### src/rtl/cdc_handshake_tx.sv
// Source-domain half of a req/ack toggle handshake: captures one word, flips req_tgl,
// and holds the word until the resynchronised ack_tgl catches up with req_tgl.
module cdc_handshake_tx #(
  parameter int WIDTH       = 8,
  parameter int SYNC_STAGES = 2,
  parameter int CNT_W       = 16
) (
  input  logic             clk,
  input  logic             rst,
  input  logic             in_valid,
  input  logic [WIDTH-1:0] in_data,
  output logic             in_ready,
  output logic [WIDTH-1:0] xfer_data,
  output logic             req_tgl,
  input  logic             ack_tgl,
  output logic             busy,
  output logic [CNT_W-1:0] xfer_count,
  output logic             proto_err
);

  typedef enum logic {
    IDLE     = 1'b0,
    WAIT_ACK = 1'b1
  } state_t;

  state_t                 state, state_nxt;
  logic [SYNC_STAGES-1:0] ack_sync;
  logic                   ack_s;
  logic                   ack_prev;

  logic                   req_nxt;
  logic [WIDTH-1:0]       data_nxt;
  logic                   ready_nxt;
  logic                   busy_nxt;
  logic [CNT_W-1:0]       cnt_nxt;
  logic                   err_nxt;

  assign ack_s = ack_sync[SYNC_STAGES-1];

  // Synchroniser stage: ack_tgl is asynchronous, used nowhere but here
  always_ff @(posedge clk) begin
    if (rst) begin
      ack_sync <= '0;
      ack_prev <= 1'b0;
    end else begin
      ack_sync <= {ack_sync[SYNC_STAGES-2:0], ack_tgl};
      ack_prev <= ack_s;
    end
  end

  // Control stage: every output is launched from a flop, never from in_data directly
  always_ff @(posedge clk) begin
    if (rst) begin
      state      <= IDLE;
      req_tgl    <= 1'b0;
      xfer_data  <= '0;
      in_ready   <= 1'b0;
      busy       <= 1'b0;
      xfer_count <= '0;
      proto_err  <= 1'b0;
    end else begin
      state      <= state_nxt;
      req_tgl    <= req_nxt;
      xfer_data  <= data_nxt;
      in_ready   <= ready_nxt;
      busy       <= busy_nxt;
      xfer_count <= cnt_nxt;
      proto_err  <= err_nxt;
    end
  end

  always_comb begin
    state_nxt = state;
    req_nxt   = req_tgl;
    data_nxt  = xfer_data;
    ready_nxt = in_ready;
    busy_nxt  = busy;
    cnt_nxt   = xfer_count;
    err_nxt   = proto_err;
    case (state)
      IDLE: begin
        ready_nxt = 1'b1;
        if (in_valid && in_ready) begin
          data_nxt  = in_data;
          req_nxt   = ~req_tgl;
          ready_nxt = 1'b0;
          busy_nxt  = 1'b1;
          state_nxt = WAIT_ACK;
        end
        // An ack edge that does not answer our request is flagged and otherwise ignored
        if ((ack_s != ack_prev) && (ack_s != req_tgl)) begin
          err_nxt = 1'b1;
        end
      end
      WAIT_ACK: begin
        ready_nxt = 1'b0;
        if (ack_s == req_tgl) begin
          state_nxt = IDLE;
          ready_nxt = 1'b1;
          busy_nxt  = 1'b0;
          cnt_nxt   = xfer_count + CNT_W'(1);
        end
      end
      default: state_nxt = IDLE;
    endcase
  end

endmodule

### config.mk
export PLATFORM = sky130hd
export DESIGN_NAME = cdc_handshake_tx
export DESIGN_NICKNAME = d
export VERILOG_FILES = /design/src/rtl/cdc_handshake_tx.sv
export SDC_FILE = /design/constraint.sdc
export NUM_CORES = 1
export LEC_CHECK = 0
export ABC_AREA = 1
export CAP_MARGIN = 20
export CORE_MARGIN = 2
export CORE_UTILIZATION = 35
export CTS_CLUSTER_SIZE = 24
export DETAILED_ROUTE_END_ITERATION = 8
export PLACE_DENSITY_LB_ADDON = 0.3
export SYNTH_ARGS = -nofsm -noshare
export SYNTH_HDL_FRONTEND = slang
export SYNTH_SLANG_ARGS = --single-unit
### constraint.sdc
create_clock -name clk -period 1.88 [get_ports clk]
set_clock_uncertainty 0.05 [all_clocks]
set_input_delay 0.188 -clock clk [delete_from_list [all_inputs] [get_ports clk]]
set_output_delay 0.188 -clock clk [all_outputs]
set_load 0.01 [all_outputs]
==> results of run 1 <==
path summary, 6_finish.rpt:
kind         cells past startpoint  slack, ns                endpoint
max                              1       0.34           xfer_count[9]
min                              2       0.36  ack_sync[1]$_SDFF_PP0_
max reg2reg                      5       0.45        state$_SDFF_PP0_
min reg2reg                      2       0.36  ack_sync[1]$_SDFF_PP0_
synthesized netlist by cell type:
cell type	n	area share (%)
nand2_4	2	1.6
o21ai_1	1	0.34
inv_1	27	7.0
nor2_2	1	0.43
o2111ai_1	1	0.60
dfxtp_1	32	44
a21oi_1	9	3.1
nand4_1	10	4.3
ha_1	1	0.86
inv_2	1	0.26
nor2_1	51	13
nor3_1	1	0.34
o21ai_0	16	5.5
a21oi_4	1	1.1
nand3_1	6	2.1
nand2_2	3	1.3
nor2_4	3	2.3
inv_4	1	0.43
clkbuf_1	2	0.52
buf_4	1	0.52
buf_1	1	0.26
xnor2_1	1	0.60
nand2_1	36	9.3
layout make-up:
type / instances / area share, %
Multi-Input combinational cell: 143 / 34.1
Sequential cell: 32 / 32.0
Timing Repair Buffer: 40 / 19.9
Inverter: 29 / 5.56
Clock buffer: 6 / 3.62
Tap cell: 50 / 3.13
Clock inverter: 2 / 1.75
cells by family after synthesis:
group,after synthesis,synth area share (%)
AOI/OAI and AO/OA,28,10.7
xor gates and xnor gates,1,0.603
adders and majority gates,1,0.861
buffers and inverters,33,8.96
and+or+nand+nor,113,34.8
DFF,32,44.1
power breakdown:
| part | switching [W] | internal [W] | total (W) |
|---|---|---|---|
| logic | 0.0000742 | 0.0000789 | 0.000153 |
| registers | 0.0000186 | 0.000704 | 0.000722 |
| clock network | 0.000255 | 0.000393 | 0.000648 |
through the flow:
| stage | total power (W) | hold WS (ns) | cell area (µm²) | util, % | setup WS (ns) |
|---|---|---|---|---|---|
| finish | 0.00152 | 0.362 | 2000 | 50.0 | 0.340 |
| global route | 0.00158 | 0.383 | 2000 | 50.0 | 0.245 |
| CTS | 0.00154 | 0.362 | 2000 | 50.0 | 0.338 |
| detailed placement | 0.000891 | 0.351 | 1890 | 47.4 | 0.360 |
| global placement | 0.000891 | 0.346 | 1890 | 47.4 | 0.385 |
| floorplan | 0.000811 | 0.245 | 1450 | - | 0.538 |
worst register-to-register path, stage by stage, from the launching register on:
cell and delay [ns]:
dfxtp_1 0.60, nor2_4 0.12, inv_1 0.26, o21ai_0 0.17
inv_1 0.08, nor2_1 0.03
metal layers:
layer | share of wire [%] | vias to the layer above | track usage, %
li1 | - | 742 | -
met1 | 52 | 618 | 20.9
met2 | 41 | 33 | 21.8
met3 | 5.2 | 5 | 5.26
met4 | 1.9 | 0 | 6.00
met5 | 0 | - | 0
==> impl_results.md, run 1 <==
* Outcome: completed
* Total GRT Usage at 15.3%
* Finished Layout Cells at 302
* Largest registers: xfer_count x16, xfer_data x8, ack_sync x2
* Largest delay share family, worst path: buffers and inverters
* ANT cells at 0
* CTS root buf: clkbuf_8
* GPL Wtd Cong at 0.839
* Crit end category: output port
* Worst path bufs/invs at 1
* Clk slew on worst S/H paths at 0.07 ns
* Clock Path Buffers at 2
* Crit path DAT at 1.30 ns
* Total gr overflow at 0
* Buffers on Ports at 39
* Reported leakage power at 0.801 nW
* CP Launch Point: xfer_count[9]$_SDFFE_PP0P_
* Largest stage delay on the critical path at 0.58 ns
* Layout cells sized above 1 at 7.94%
* Initial antenna violation count at 0
* Max reg flops at 16
* Slew HR at 70.0%
* Row Count at 23
* Dpl hpwl at 2290 µm
* Post-detailed-route wirelength per cell at 10.5 µm
* Synth cell types at 23
* # IOs at 40
* Global-route wire length before repair at 5310 µm
* Register area share after synthesis at 44.1%
* Kind of critical path: flip-flop to output port
* Avg Vias per Cell at 4.63
* Final hold vios at 0
* Post_cts resized at 0
* HP Start: ack_sync[0]$_SDFF_PP0_
* Ys Warns at 0
* R2R Path Start: state$_SDFF_PP0_
* Slowest cell on the critical path: clkdlybuf4s50_1
* FF+latch count, synth at 32
* Drt pass-1 iters at 4
* Setup Buffers After CTS at 0
* # H-tree levels at 2
* Final min period at 1.54 ns
* Peak supply drop at 530 µV
* Worst-path cell chain: clkdlybuf4s50_1
* Fmax at 0.649 GHz
* Critical path startpoint category: flip-flop
* Die Span Y at 68.4 µm
* Dpl cells at 294
* DRC viols at 0
* Initial core utilization at 36.3%
* Syn_area_per_cell at 6.98 µm²
* TNS Setup at 0 ns
* Clock Sinks at 32
* Crit-path max FO at 6
* Vias at 1,398
* Most frequent cells in the layout: 51 x nor2_1, 39 x clkdlybuf4s50_1, 36 x nand2_1
* Power per cell area at 761 nW/µm²
* RSZ-0062 raised after global routing: false
* Register bank with the most flops: xfer_count
* DRT iter0 DRCs at 56
* Fillers at 400
* Total of max-cap violations at 0
* Commonest non-fill, non-tap cell in the layout: nor2_1
* CP required at 1.64 ns
* Die width at 68.4 µm
* Post-Syn Instances at 208
* Multi-input logic area at 682 µm²
* Die ar. at 4680 µm²
* Hold Path Class: flip-flop to flip-flop
* P&R area growth vs syn at 37.8%
* Overall routed net length at 3180 µm
* Sequential cell area at 641 µm²
* Total CTS buffers at 5
* Endpoints failing setup at 0
* Core Area at 4000 µm²
* Largest net degree at the start of global routing at 26
* Final period util at 81.9%
* Syn_nets at 221
* Vias in the first global route at 1,191
* Post-Syn Area at 1450 µm²
* Net count, final at 264
* Final antenna-violating net count at 0
* Hold-fix buffers, CTS at 0
* Slew @ Worst Pin at 0.449 ns
* CTS tree: done
* Max-slew violations at 0
* Clk_lat worst skew at 0.28 ns
(Power assumes the default switching activity.)
==> run 2: changes to the inputs <==
Clock period 1.88 ns to 1.45 ns, I/O delays scaled along.
==> run 2 against run 1 <==
  * Worst hold slack worse by 0.042 ns
  * Count of clock-buffer cells in the layout down 1
  * Critical endpoint is now xfer_count[2]
  * Clock power up 33%
  * Via count up 1.5%
  * Wire length up 4.7%
  * First-iteration DRC count down 5.4%
  * Cell count up 1.7%
  * Highest routed layer unchanged
  * Power up 32%
==> impl_results.md, run 2 (same netlist as run 1, synthesis figures left out) <==
* Vias at 1,419
* Overall routed net length at 3330 µm
* Register bank with the most flops: xfer_count
* Clock Sinks at 32
* Total GRT Usage at 15.4%
* Kind of critical path: flip-flop to output port
* R2r endpoint: xfer_count[8]$_SDFFE_PP0P_
* Net count, final at 269
* Final antenna-violating net count at 0
* DRC viols at 0
* Endpoints failing setup at 0
* Initial core utilization at 36.3%
* CP required at 1.25 ns
* Max-slew violations at 0
* # H-tree levels at 2
* Die Span Y at 68.4 µm
* Outcome: completed
* Peak supply drop at 550 µV
* Worst hold path depth at 3
* Final period util at 98.5%
* Hold Path Class: input port to flip-flop
* Clk pwr share at 42.8%
* ANT cells at 0
* Worst-path cell chain: clkdlybuf4s50_1
* Slew HR at 78.8%
* Met3 usage at 4.93%
* Internal at 0.00153 W
* Vias in the first global route at 1,269
* Comb pwr share at 10.7%
* Post-detailed-route wirelength per cell at 10.8 µm
* Final hold vios at 0
* # IOs at 40
* Overall power at 0.00201 W
* Row Count at 23
* Max reg flops at 16
* Layout Utilization at 52.2%
* Die width at 68.4 µm
* P&R area growth vs syn at 43.7%
* HP Start: ack_tgl
* Critical path startpoint category: flip-flop
* Dpl hpwl at 2370 µm
* Power per cell area at 964 nW/µm²
* CTS tree: done
* Seq pwr share at 46.5%
* Slew @ Worst Pin at 0.318 ns
* DRT iter0 DRCs at 53
* Crit-path max FO at 4
* Most frequent cells in the layout: 49 x nor2_1, 35 x nand2_1, 31 x clkdlybuf4s50_1
* Total gr overflow at 0
* Largest delay share family, worst path: buffers and inverters
* Crit end category: output port
* WHS Endpoint: ack_sync[0]$_SDFF_PP0_
* Die ar. at 4680 µm²
* Core Area at 4000 µm²
* Reg-to-reg slack, setup at 0.12 ns
* Placement Setup Slack at 0.0351 ns
* Avg Vias per Cell at 4.62
* Reported leakage power at 0.946 nW
* Final min period at 1.43 ns
* CTS root buf: clkbuf_8
* Slowest cell on the critical path: clkdlybuf4s50_1
* Total CTS buffers at 5
* GPL Wtd Cong at 0.826
* Commonest non-fill, non-tap cell in the layout: nor2_1
* Clk_lat worst skew at 0.29 ns
* Largest registers: xfer_count x16, xfer_data x8, ack_sync x2
* Layout cells sized above 1 at 14.4%
* Net Switching at 0.000478 W
* Largest net degree at the start of global routing at 26
* WHS at 0.321 ns
* Largest stage delay on the critical path at 0.56 ns
* Total of max-cap violations at 0
* Buffers on Ports at 39
* Sw Ratio at 23.8%
* Fmax at 0.700 GHz
* Global-route wire length before repair at 5270 µm
* GRT met2 Usage at 24.0%
* Most Used Layer, Global Route: met2
* Fillers at 404
* Worst path bufs/invs at 1
* Hold-fix buffers, CTS at 0
* Clk slew on worst S/H paths at 0.07 ns
* Cell depth of the worst flop-to-flop path at 8
* Initial antenna violation count at 0
* Met1 Resource Use GR at 18.9%
* Clock Path Buffers at 2
* R2R Path Start: xfer_count[1]$_SDFFE_PP0P_
* Crit path DAT at 1.23 ns
* Final setup margin at 0.0211 ns
* Drt pass-1 iters at 4
## run 2: per-stage QoR
step	cells	cell area, µm²	setup TNS (ns)
floorplan	208	1450	0
global placement	299	1940	0
detailed placement	299	1940	0
CTS	307	2060	0
global route	307	2090	-0.0164
finish	307	2090	0
## run 2: worst max-delay path by stage
stage	end	slack, ns	from	cells after the start
after detailed placement	state$_SDFF_PP0_	0.04	in_valid	7
after CTS	xfer_count[14]	0.01	xfer_count[14]$_SDFFE_PP0P_	1
after global placement	state$_SDFF_PP0_	0.06	in_valid	7
after global routing	xfer_count[2]	-0.02	xfer_count[2]$_SDFFE_PP0P_	1
after floorplan	xfer_count[8]$_SDFFE_PP0P_	0.11	xfer_count[1]$_SDFFE_PP0P_	8
final	xfer_count[2]	0.02	xfer_count[2]$_SDFFE_PP0P_	1
## run 2: final cells by class
class / count / area (µm²) / share of cell area (%)
well taps: 50 / 62.6 / 3.00
flip-flops and latches: 32 / 651 / 31.2
clock inverters: 3 / 42.5 / 2.04
inverters: 29 / 111 / 5.34
clock buffers: 5 / 68.8 / 3.30
repair buffers: 45 / 457 / 21.9
multi-input cells: 143 / 694 / 33.3
## run 2: power by group through the flow
| stage | Sequential [W] | Clock [W] | Combinational (W) |
|---|---|---|---|
| 2_1_floorplan | 0.000967 | 0 | 0.0000846 |
| 3_3_place_gp | 0.000954 | 0 | 0.000212 |
| 3_5_place_dp | 0.000954 | 0 | 0.000215 |
| 4_1_cts | 0.000935 | 0.000889 | 0.000215 |
| 5_1_grt | 0.000938 | 0.000900 | 0.000235 |
| 6_report | 0.000935 | 0.000862 | 0.000215 |
## run 2: what timing repair did
item,CTS,global route
endpoints found under the setup margin,9,16
pin swaps,0,1
resized for setup,9,11
buffers inserted,0,0
## run 2: worst register-to-register path, cell delays in order (launching register included)
cell and delay, ns:
dfxtp_2 0.35, ha_1 0.17, nand2_1 0.07, inv_1 0.10, nand2_2 0.09, nor2_4 0.16, nand2_2 0.07, o21ai_1 0.11
nor2_1 0.05
## run 2: metal layers
layer  up-vias  wire length (µm)
li1        749                 -
met1       628              1650
met2        37              1440
met3         5               179
met4         0                65
met5         -                 0
